==> src/rtl/adder_pipe.sv <==
// -----------------------------------------------------------------------------
// adder_pipe
//
// Pipelined wide adder/subtractor. The WIDTH-bit operation is cut into STAGES
// equal chunks of CHUNK = WIDTH/STAGES bits. Each pipeline stage ripple-adds one
// chunk and registers the carry for the next stage. Operand bits that are still
// to be added travel down the pipe alongside the partial result.
//
// Subtraction is folded into addition at the input:
//   result = a + (sub ? ~b : b) + (sub ? ~c_in : c_in)
// so c_out reads as "no borrow" when subtracting.
//
// Handshake: valid/ready with one global stall. When the output holds a beat
// that downstream does not take, every stage freezes. in_ready is the inverse
// of that stall and is therefore a combinational path from out_ready.
//
// Ports
//   clk        clock, all state on the rising edge
//   rst        asynchronous active-high reset; discards in-flight beats
//   in_valid   operand beat valid
//   in_ready   block accepts a beat this cycle (combinational from out_ready)
//   a, b       operands (unsigned or two's complement), WIDTH bits
//   c_in       carry-in for add, borrow-in for sub
//   sub        0: a+b+c_in   1: a-b-c_in
//   out_valid  result beat valid (registered)
//   out_ready  downstream accepts the result beat
//   sum        result, modulo 2^WIDTH (registered)
//   c_out      add: carry-out; sub: 1 means no borrow (registered)
//   ovf        signed two's-complement overflow (registered)
// -----------------------------------------------------------------------------
module adder_pipe #(
  parameter int WIDTH  = 16,
  parameter int STAGES = 4
) (
  input  logic             clk,
  input  logic             rst,
  input  logic             in_valid,
  output logic             in_ready,
  input  logic [WIDTH-1:0] a,
  input  logic [WIDTH-1:0] b,
  input  logic             c_in,
  input  logic             sub,
  output logic             out_valid,
  input  logic             out_ready,
  output logic [WIDTH-1:0] sum,
  output logic             c_out,
  output logic             ovf
);

  // Guarded copies so that a bad configuration reaches the $error below
  // instead of failing earlier on a divide by zero or a negative range.
  localparam int STG   = (STAGES < 1) ? 1 : STAGES;
  localparam int CHUNK = WIDTH / STG;
  // Forwarded-operand registers exist only between stages; keep at least one
  // entry so the array is legal when the pipe has a single stage.
  localparam int OPS   = (STG > 1) ? (STG - 1) : 1;

  generate
    if ((STAGES < 1) || (WIDTH < 1) || ((WIDTH % STG) != 0)) begin : g_bad_cfg
      $error("adder_pipe: WIDTH must be a positive multiple of STAGES (STAGES >= 1)");
    end
  endgenerate

  // One chunk of ripple-carry addition; returns {carry_out, sum_bits}.
  function automatic logic [CHUNK:0] ripple_add(
    input logic [CHUNK-1:0] x,
    input logic [CHUNK-1:0] y,
    input logic             ci
  );
    logic             c;
    logic [CHUNK-1:0] s;
    c = ci;
    s = '0;
    for (int i = 0; i < CHUNK; i++) begin
      s[i] = x[i] ^ y[i] ^ c;
      c    = (x[i] & y[i]) | (c & (x[i] ^ y[i]));
    end
    return {c, s};
  endfunction

  // ---------------------------------------------------------------------------
  // Combinational signals
  // ---------------------------------------------------------------------------
  logic             stall_s;
  logic [WIDTH-1:0] bx_s;
  logic             cx_s;

  // cur_*_s[k] is what stage k sees this cycle: raw inputs for stage 0,
  // the previous stage's registers otherwise.
  logic [WIDTH-1:0] cur_a_s   [STG];
  logic [WIDTH-1:0] cur_b_s   [STG];
  logic [WIDTH-1:0] cur_res_s [STG];
  logic [STG-1:0]   cur_c_s;
  logic [STG-1:0]   cur_v_s;
  logic [CHUNK:0]   add_s     [STG];
  logic [WIDTH-1:0] res_nxt_s [STG];
  logic             ovf_nxt_s;

  // ---------------------------------------------------------------------------
  // Pipeline registers
  // ---------------------------------------------------------------------------
  logic [STG-1:0]   valid_r;
  logic [STG-1:0]   carry_r;
  logic [WIDTH-1:0] res_r  [STG];
  logic [WIDTH-1:0] op_a_r [OPS];
  logic [WIDTH-1:0] op_b_r [OPS];
  logic             ovf_r;

  // Global stall: the output holds a beat that downstream refuses.
  always_comb begin
    stall_s  = valid_r[STG-1] & ~out_ready;
    in_ready = ~stall_s;
  end

  // Fold subtraction into addition: a - b - c_in == a + ~b + ~c_in.
  always_comb begin
    if (sub) begin
      bx_s = ~b;
      cx_s = ~c_in;
    end else begin
      bx_s = b;
      cx_s = c_in;
    end
  end

  // Per-stage chunk addition and next-state of the partial result.
  always_comb begin
    cur_c_s = '0;
    cur_v_s = '0;
    for (int k = 0; k < STG; k++) begin
      int prev;
      prev          = (k > 0) ? (k - 1) : 0;
      cur_a_s[k]    = '0;
      cur_b_s[k]    = '0;
      cur_res_s[k]  = '0;
      if (k == 0) begin
        cur_a_s[k]   = a;
        cur_b_s[k]   = bx_s;
        cur_c_s[k]   = cx_s;
        cur_v_s[k]   = in_valid;
        cur_res_s[k] = '0;
      end else begin
        cur_a_s[k]   = op_a_r[prev];
        cur_b_s[k]   = op_b_r[prev];
        cur_c_s[k]   = carry_r[prev];
        cur_v_s[k]   = valid_r[prev];
        cur_res_s[k] = res_r[prev];
      end
      // Forwarded operands are shifted so the chunk to add is always at bit 0.
      add_s[k]     = ripple_add(cur_a_s[k][CHUNK-1:0], cur_b_s[k][CHUNK-1:0], cur_c_s[k]);
      res_nxt_s[k] = cur_res_s[k];
      res_nxt_s[k][k*CHUNK +: CHUNK] = add_s[k][CHUNK-1:0];
    end
    // Carry into the MSB equals a_msb ^ bx_msb ^ sum_msb, so signed overflow
    // (carry-in XOR carry-out of the MSB) needs no extra carry tap.
    ovf_nxt_s = cur_a_s[STG-1][CHUNK-1] ^ cur_b_s[STG-1][CHUNK-1]
              ^ add_s[STG-1][CHUNK-1]   ^ add_s[STG-1][CHUNK];
  end

  // Pipeline advance: every stage moves together unless the output is stalled.
  always_ff @(posedge clk or posedge rst) begin
    if (rst) begin
      valid_r <= '0;
      carry_r <= '0;
      ovf_r   <= 1'b0;
      for (int k = 0; k < STG; k++) begin
        res_r[k] <= '0;
      end
      for (int k = 0; k < OPS; k++) begin
        op_a_r[k] <= '0;
        op_b_r[k] <= '0;
      end
    end else if (!stall_s) begin
      valid_r <= cur_v_s;
      // Data registers load only for real beats, so a bubble leaves the last
      // result visible (with out_valid low) instead of toggling the datapath.
      for (int k = 0; k < STG; k++) begin
        if (cur_v_s[k]) begin
          res_r[k]   <= res_nxt_s[k];
          carry_r[k] <= add_s[k][CHUNK];
        end
      end
      for (int k = 0; k < STG - 1; k++) begin
        if (cur_v_s[k]) begin
          op_a_r[k] <= cur_a_s[k] >> CHUNK;
          op_b_r[k] <= cur_b_s[k] >> CHUNK;
        end
      end
      if (cur_v_s[STG-1]) begin
        ovf_r <= ovf_nxt_s;
      end
    end
  end

  // Outputs come straight from the last stage's registers.
  assign out_valid = valid_r[STG-1];
  assign sum       = res_r[STG-1];
  assign c_out     = carry_r[STG-1];
  assign ovf       = ovf_r;

endmodule

==> config.mk <==
export PLATFORM = sky130hd
export DESIGN_NAME = adder_pipe
export DESIGN_NICKNAME = d
export VERILOG_FILES = /design/src/rtl/adder_pipe.sv
export SDC_FILE = /design/constraint.sdc
export NUM_CORES = 1
export LEC_CHECK = 0
export BUFFER_PORTS_ARGS = -buffer_cell sky130_fd_sc_hd__buf_2
export CAP_MARGIN = 5
export CORE_MARGIN = 3
export CORE_UTILIZATION = 60
export CTS_CLUSTER_DIAMETER = 80
export DETAILED_ROUTE_END_ITERATION = 6
export PLACE_DENSITY = 0.82
export SETUP_SLACK_MARGIN = 0.02
export SYNTH_ARGS = -nofsm -noshare
export SYNTH_HDL_FRONTEND = slang
export SYNTH_SLANG_ARGS = --single-unit
export TNS_END_PERCENT = 1
==> constraint.sdc <==
create_clock -name clk -period 5.1 [get_ports clk]
set_clock_uncertainty 0.2 [all_clocks]
set_input_delay 0.765 -clock clk [delete_from_list [all_inputs] [get_ports clk]]
set_output_delay 0.765 -clock clk [all_outputs]
set_load 0.02 [all_outputs]
==> results of run 1 <==
[sequential cells by signal, indices dropped and copies added, names as in the netlist]
name,flops
cur_res_s,24
cur_b_s,24
ovf,1
valid_r,4
sum,16
carry_r,4
cur_a_s,24
[path summary, 6_finish.rpt]
path	startpoint	end	slack [ps]
hold / removal	rst	sum[15]	240
setup reg to reg	carry_r[2]	ovf	2250
hold reg to reg	cur_res_s[32]	cur_res_s[16]	310
setup / recovery	sub	cur_res_s[35]	1860
max in group asynchronous	rst	sum[9]	3400
min in group clk	cur_res_s[32]	cur_res_s[16]	310
[critical path: stages]
cell and delay (ps):
buf_2 390, xnor2_1 170, fa_1 440, fa_1 400, fa_1 370, inv_1 80
fa_1 400, mux2_2 260
[report_power, final]
part | internal, W | total [W] | switching, W | leakage (nW)
Combinational | 0.000721 | 0.00131 | 0.000591 | 1.19
Sequential | 0.00112 | 0.00134 | 0.000216 | 1.11
Clock | 0.000231 | 0.000504 | 0.000273 | 0.0896
[cells by family after synthesis]
logic type / count (synthesis)
flip-flops: 97
AND/OR/NAND/NOR: 11
buffers and inverters: 49
multiplexers: 75
AO/OA/AOI/OAI: 35
XOR/XNOR: 19
adder cells (fa/ha/maj): 17
[stage by stage]
stage | cell area (µm²) | worst slack (ps) | total power (W)
final | 4920 | 1860 | 0.00316
after global routing | 4920 | 1740 | 0.00337
after CTS | 4920 | 1860 | 0.00319
after detailed placement | 4720 | 1480 | 0.00269
after global placement | 4720 | 1580 | 0.00259
after floorplan | 4420 | 1600 | 0.00239
[final cells by class]
class	count	area, µm²	share of cell area [%]
multi-input combinational	157	1740	35.4
clock inverter	7	80.1	1.63
inverter	34	130	2.64
sequential	97	2430	49.3
tap	96	120	2.44
timing repair buffer	59	300	6.10
clock buffer	9	124	2.52
[layer usage]
metal | vias to the layer above | global-route usage [%] | part of all wire, % | wire, µm
met5 | - | 0 | 0 | 0
met4 | 0 | 6.93 | 1.4 | 103
met3 | 11 | 2.95 | 4.2 | 306
met2 | 56 | 29.3 | 47 | 3450
met1 | 1179 | 25.8 | 47 | 3420
li1 | 1109 | - | - | -
[cells in the final DEF, fill, tap and decap left out, drive strengths merged, types with 4 or more instances in the layout]
cell type  instances
o21ai              7
nand3              5
fa                16
buf               59
clkinvlp           4
inv               35
nand2              4
clkbuf             9
mux2i              8
xnor2             16
dfrtp             97
mux2              67
a21oi             27
==> impl_metrics.tcl, run 1 <==
set metrics [dict create \
    synth_area_leaders "dfrtp_1, mux2_4, fa_1" \
    drv_slew 0 \
    tightest_slew_ps 649 \
    overflow 0 \
    ys.warnings.count 0 \
    synth_fp_nets 358 \
    utilization_pct 70.5 \
    run_status "complete, no violations" \
    crit_required_ps 5140 \
    rows 30 \
    port-buffer-count 57 \
    fmax_mhz 308 \
    nets 413 \
    viasPerCell 5.13 \
    num_antenna_cells 0 \
    area_growth_pct 11.3 \
    cts_sinks 97 \
    hold_viol_final 0 \
    finalCriticalPeriod_ps 3240 \
    peakVddDrop_mv 0.243 \
    via_count 2355 \
    path_max_fanout 17 \
    die_h_um 91.9 \
    route.detailed.drc 0 \
    synth-adder-area-share_pct 7.52 \
    detail_route.wl_per_cell_um 15.8 \
    yosysMostFrequentCell "dfrtp_1" \
    fillCellCount 527 \
    top_level_ports 58 \
    dr.pass1.iters 4 \
    gp_congestion 0.788 \
    synth_cell_types 22 \
    final_cell_count_no_fill 459 \
    synth_commonest_cells "dfrtp_1, mux2_4, inv_1, a21oi_1, mux2_2" \
    cap_violations 0 \
    synth_xor_area_share_pct 3.76 \
    grt_antenna_before_repair 0 \
    p_leak_nw 2.39 \
    cts_root_buf "clkbuf_8" \
    slew_headroom_pct 56.8 \
    async_reset_ff_share_pct 100 \
    synth.top_cell.area_share_pct 54.9 \
    critPathLaunchType "input pin" \
    cts_hold_buf 0 \
    first_global_vias 2490 \
    drtIter0Drc 108 \
    endpoint_kind "flip-flop" \
    numCtsBuffers 9 \
    cts_buffer_depth 2 \
    synth_ff_type "dfrtp_1" \
    synth_compound_area_share_pct 3.99 \
    cts_resized 0 \
    synth_edf_count 0 \
    cts.clk_slew.worst_paths_ps 100 \
    die-area_um2 8440 \
    syn-cell-area_um2 4420 \
    dp_cells 443 \
    setup_viol 0 \
    die_w_um 91.9 \
    h-tree-depth 3 \
    rsz0062_at_grt "no" \
    cp_data_arrival_time_ps 3290 \
    reg2reg_depth 10 \
    worstSetupPathType "in -> reg" \
    grt_usage_pct 18.4 \
    cts_tree "done" \
    grt_max_degree 55 \
    synth_top_family_by_area "multiplexers" \
    start_util_pct 63.4 \
    cts_setup_buffers 0 \
    tns_ps 0 \
    drt_wl_total_um 7270 \
    dp_hpwl_um 5070 \
    ys_ff_latch 97 \
    holdCritPathClass "in -> async" \
    avgSynthCellArea_um2 14.6 \
    grt_pass1_wl_um 12200 \
    cellPowerDensity_nw_per_um2 641 \
    fin_crit_sh_pct 63.6 \
    drive_gt1_share_pct 40.5 \
    ant_nets 0 \
    whs_ps 244 \
    synth-simple-area-share_pct 1.87 \
    core_um2 6980 \
    synth-seq-area-share_pct 54.9 \
    yosysTopAreaCell "dfrtp_1" \
    netlist_instances 303 \
    muxShareOfSynthArea_pct 22.3 \
    worstSkewPairLatency_ps 350 \
]
(Power assumes the default switching activity.)
==> inputs of run 2 (changes only) <==
--- a/config.mk
+++ b/config.mk
@@ -5,13 +5,14 @@
 export SDC_FILE = /design/constraint.sdc
 export NUM_CORES = 1
 export LEC_CHECK = 0
+export ABC_AREA = 1
 export BUFFER_PORTS_ARGS = -buffer_cell sky130_fd_sc_hd__buf_2
 export CAP_MARGIN = 5
 export CORE_MARGIN = 3
-export CORE_UTILIZATION = 60
+export CORE_UTILIZATION = 51
 export CTS_CLUSTER_DIAMETER = 80
 export DETAILED_ROUTE_END_ITERATION = 6
-export PLACE_DENSITY = 0.82
+export PLACE_DENSITY = 0.75
 export SETUP_SLACK_MARGIN = 0.02
 export SYNTH_ARGS = -nofsm -noshare
 export SYNTH_HDL_FRONTEND = slang
==> constraint.sdc (replaced) <==
create_clock -name clk -period 2.78 [get_ports clk]
set_clock_uncertainty 0.2 [all_clocks]
set_input_delay 0.417 -clock clk [delete_from_list [all_inputs] [get_ports clk]]
set_output_delay 0.417 -clock clk [all_outputs]
set_load 0.02 [all_outputs]
==> run 2 against run 1 <==
Via count up 20%. Core utilization fell by 9.9 points. Cell count increased by 31%. Global-route usage fell by 1.5 points. Clock-buffer cell count unchanged. Sequential power up 76%. Flip-flop and latch count stayed put. Synthesized cell count grew 45%. Synthesized area is 3.8% lower. Total power rose by 64%. Largest cell class unchanged.
==> impl_metrics.tcl, run 2 <==
set metrics [dict create \
    run_status "complete, no violations" \
    synth_commonest_cells "nand2_1, dfrtp_1, inv_1, o21ai_0" \
    syn-cell-area_um2 4260 \
    fin_ws_ps 180 \
    p_leak_nw 2.53 \
    num_antenna_cells 0 \
    synth-simple-area-share_pct 18.2 \
    reg2reg_slack_ps 180 \
    synth_ff_type "dfrtp_1" \
    gp_congestion 0.744 \
    dr.pass1.iters 4 \
    fin_crit_sh_pct 93.5 \
    ys.warnings.count 0 \
    netlist_instances 439 \
    grt_usage_pct 16.9 \
    synth.top_cell.area_share_pct 57.0 \
    die_w_um 97.3 \
    overflow 0 \
    pre_cts_slack_ps -36.9 \
    cts_sinks 97 \
    via_count 2828 \
    hold_path_depth 3 \
    synth-adder-area-share_pct 7.82 \
    dp_cells 582 \
    cp_data_arrival_time_ps 2700 \
    use_met3_pct 4.59 \
    slew_headroom_pct 54.6 \
    fillCellCount 703 \
    h-tree-depth 3 \
    final_cell_count_no_fill 599 \
    ys_ff_latch 97 \
    rows 32 \
    r2r_end "ovf" \
    most-common-layout-cells "nand2_1, dfrtp_1, buf_2, inv_1, o21ai_0" \
    muxShareOfSynthArea_pct 0 \
    grt_pass1_wl_um 13000 \
    area_growth_pct 12.9 \
    detail_route.wl_per_cell_um 12.1 \
    synth_edf_count 0 \
    async_reset_ff_share_pct 100 \
    cts_buffer_depth 2 \
    synth_cell_types 21 \
    crit_required_ps 2880 \
    grt_antenna_before_repair 0 \
    drv_slew 0 \
    busiest_layer "met2" \
    cap_violations 0 \
    tns_ps 0 \
    cts_tree "done" \
    layout_commonest_cell "nand2_1" \
    tightest_slew_ps 679 \
    nets 547 \
    dp_hpwl_um 5230 \
    met1_usage_pct 23.3 \
    finalCriticalPeriod_ps 2600 \
    core_um2 7930 \
    endpoint_kind "flip-flop" \
    yosysTopAreaCell "dfrtp_1" \
    regToRegStartpoint "cur_b_s[0]" \
    whs_endpoint "cur_a_s[37]" \
    rsz0062_at_grt "no" \
    peakVddDrop_mv 0.425 \
    worstSkewPairLatency_ps 360 \
    synth_xor_area_share_pct 3.50 \
    worstSetupPathType "reg -> reg" \
    cts_resized 0 \
    route.detailed.drc 0 \
    port-buffer-count 57 \
    numCtsBuffers 9 \
    avgSynthCellArea_um2 9.69 \
    drt_wl_total_um 7260 \
    top_level_ports 58 \
    grt_max_degree 43 \
    hold_viol_final 0 \
    first_global_vias 2816 \
    yosysMostFrequentCell "nand2_1" \
    start_util_pct 53.7 \
    drtIter0Drc 149 \
    die_h_um 97.3 \
    reg2reg_depth 12 \
    viasPerCell 4.72 \
    ant_nets 0 \
    cts.clk_slew.worst_paths_ps 100 \
    setup_viol 0 \
    holdCritPathClass "in -> reg" \
    cts_root_buf "clkbuf_8" \
    synth-seq-area-share_pct 57.0 \
    whs_ps 47.8 \
    grt.met2_usage_pct 26.1 \
    synth_fp_nets 494 \
    synth_area_leaders "dfrtp_1, nand2_1, fa_1" \
    holdCritStartpoint "a[9]" \
    cellPowerDensity_nw_per_um2 1080 \
    drive_gt1_share_pct 16.9 \
    synth_compound_area_share_pct 6.23 \
    path_max_fanout 4 \
    fmax_mhz 385 \
    synth_top_family_by_area "simple AND/OR/NAND/NOR gates" \
    critPathLaunchType "flip-flop" \
    die-area_um2 9480 \
]
run 2: cell types whose count changed in the layout (fill, tap and decap cells not counted), moves of 7 or more:
cell,delta
mux2_2,-27
nand3_1,+12
nand2_1,+152
a21oi_1,-11
inv_1,+7
mux2_4,-40
o21ai_0,+27
nor2_1,+17
mux2i_1,-8
run 2: cell type report:
cell class | count | area, µm² | area share, %
sequential | 97 | 2430 | 50.5
multi-input combinational | 279 | 1520 | 31.7
timing repair buffer | 63 | 358 | 7.45
inverter | 42 | 161 | 3.36
tap | 102 | 128 | 2.66
clock buffer | 9 | 124 | 2.58
clock inverter | 7 | 85.1 | 1.77
run 2: timing repair:
action,CTS,global route
buffers inserted,0,0
setup endpoints to repair,0,0
hold buffers,1,0
hold endpoints to repair,29,0
run 2: stage by stage:
step / utilization, % / power (W) / instance area (µm²)
6_report: 60.6 / 0.00519 / 4800
5_1_grt: 60.6 / 0.00570 / 4800
4_1_cts: 60.6 / 0.00526 / 4800
3_5_place_dp: 57.8 / 0.00430 / 4590
3_3_place_gp: 57.8 / 0.00418 / 4590
2_1_floorplan: - / 0.00381 / 4260
run 2: logic make-up after synthesis:
kind of cell    count (synthesis)
compound gates                 53
xor+xnor                       17
fa+ha+maj                      17
buf+inv                        63
flops                          97
simple gates                  192
run 2: routing by layer:
metal,share of wire (%),vias to the layer above,wire length (µm)
met4,1.5,0,106
met5,0,-,0
met1,46,1298,3330
met3,5.5,8,398
li1,-,1452,-
met2,47,70,3420
run 2: worst max-delay path by stage:
| stage | startpoint | end | slack (ps) | cells after the start |
|---|---|---|---|---|
| after floorplan | sub | cur_res_s[35] | -100 | 10 |
| after global placement | sub | cur_res_s[35] | 20 | 9 |
| after detailed placement | sub | cur_res_s[35] | -40 | 9 |
| after CTS | cur_b_s[0] | ovf | 170 | 12 |
| after global routing | cur_b_s[0] | ovf | 40 | 12 |
| final | cur_b_s[0] | ovf | 180 | 12 |
run 2: critical path, stage by stage, from the launching register on:
cell	delay, ps
dfrtp_1	380
inv_1	100
fa_1	180
inv_1	50
fa_1	370
fa_1	370
inv_1	80
fa_1	460
inv_1	100
nand2_1	50
nand3b_1	70
nand3_1	60
nand2_1	70
run 2: where the power goes:
group	internal (W)	leakage, nW	total, W	switching (W)
clock network	0.000435	0.107	0.000940	0.000505
registers	0.00201	1.19	0.00236	0.000340
logic	0.000703	1.24	0.00189	0.00119
total	0.00315	2.53	0.00519	0.00203
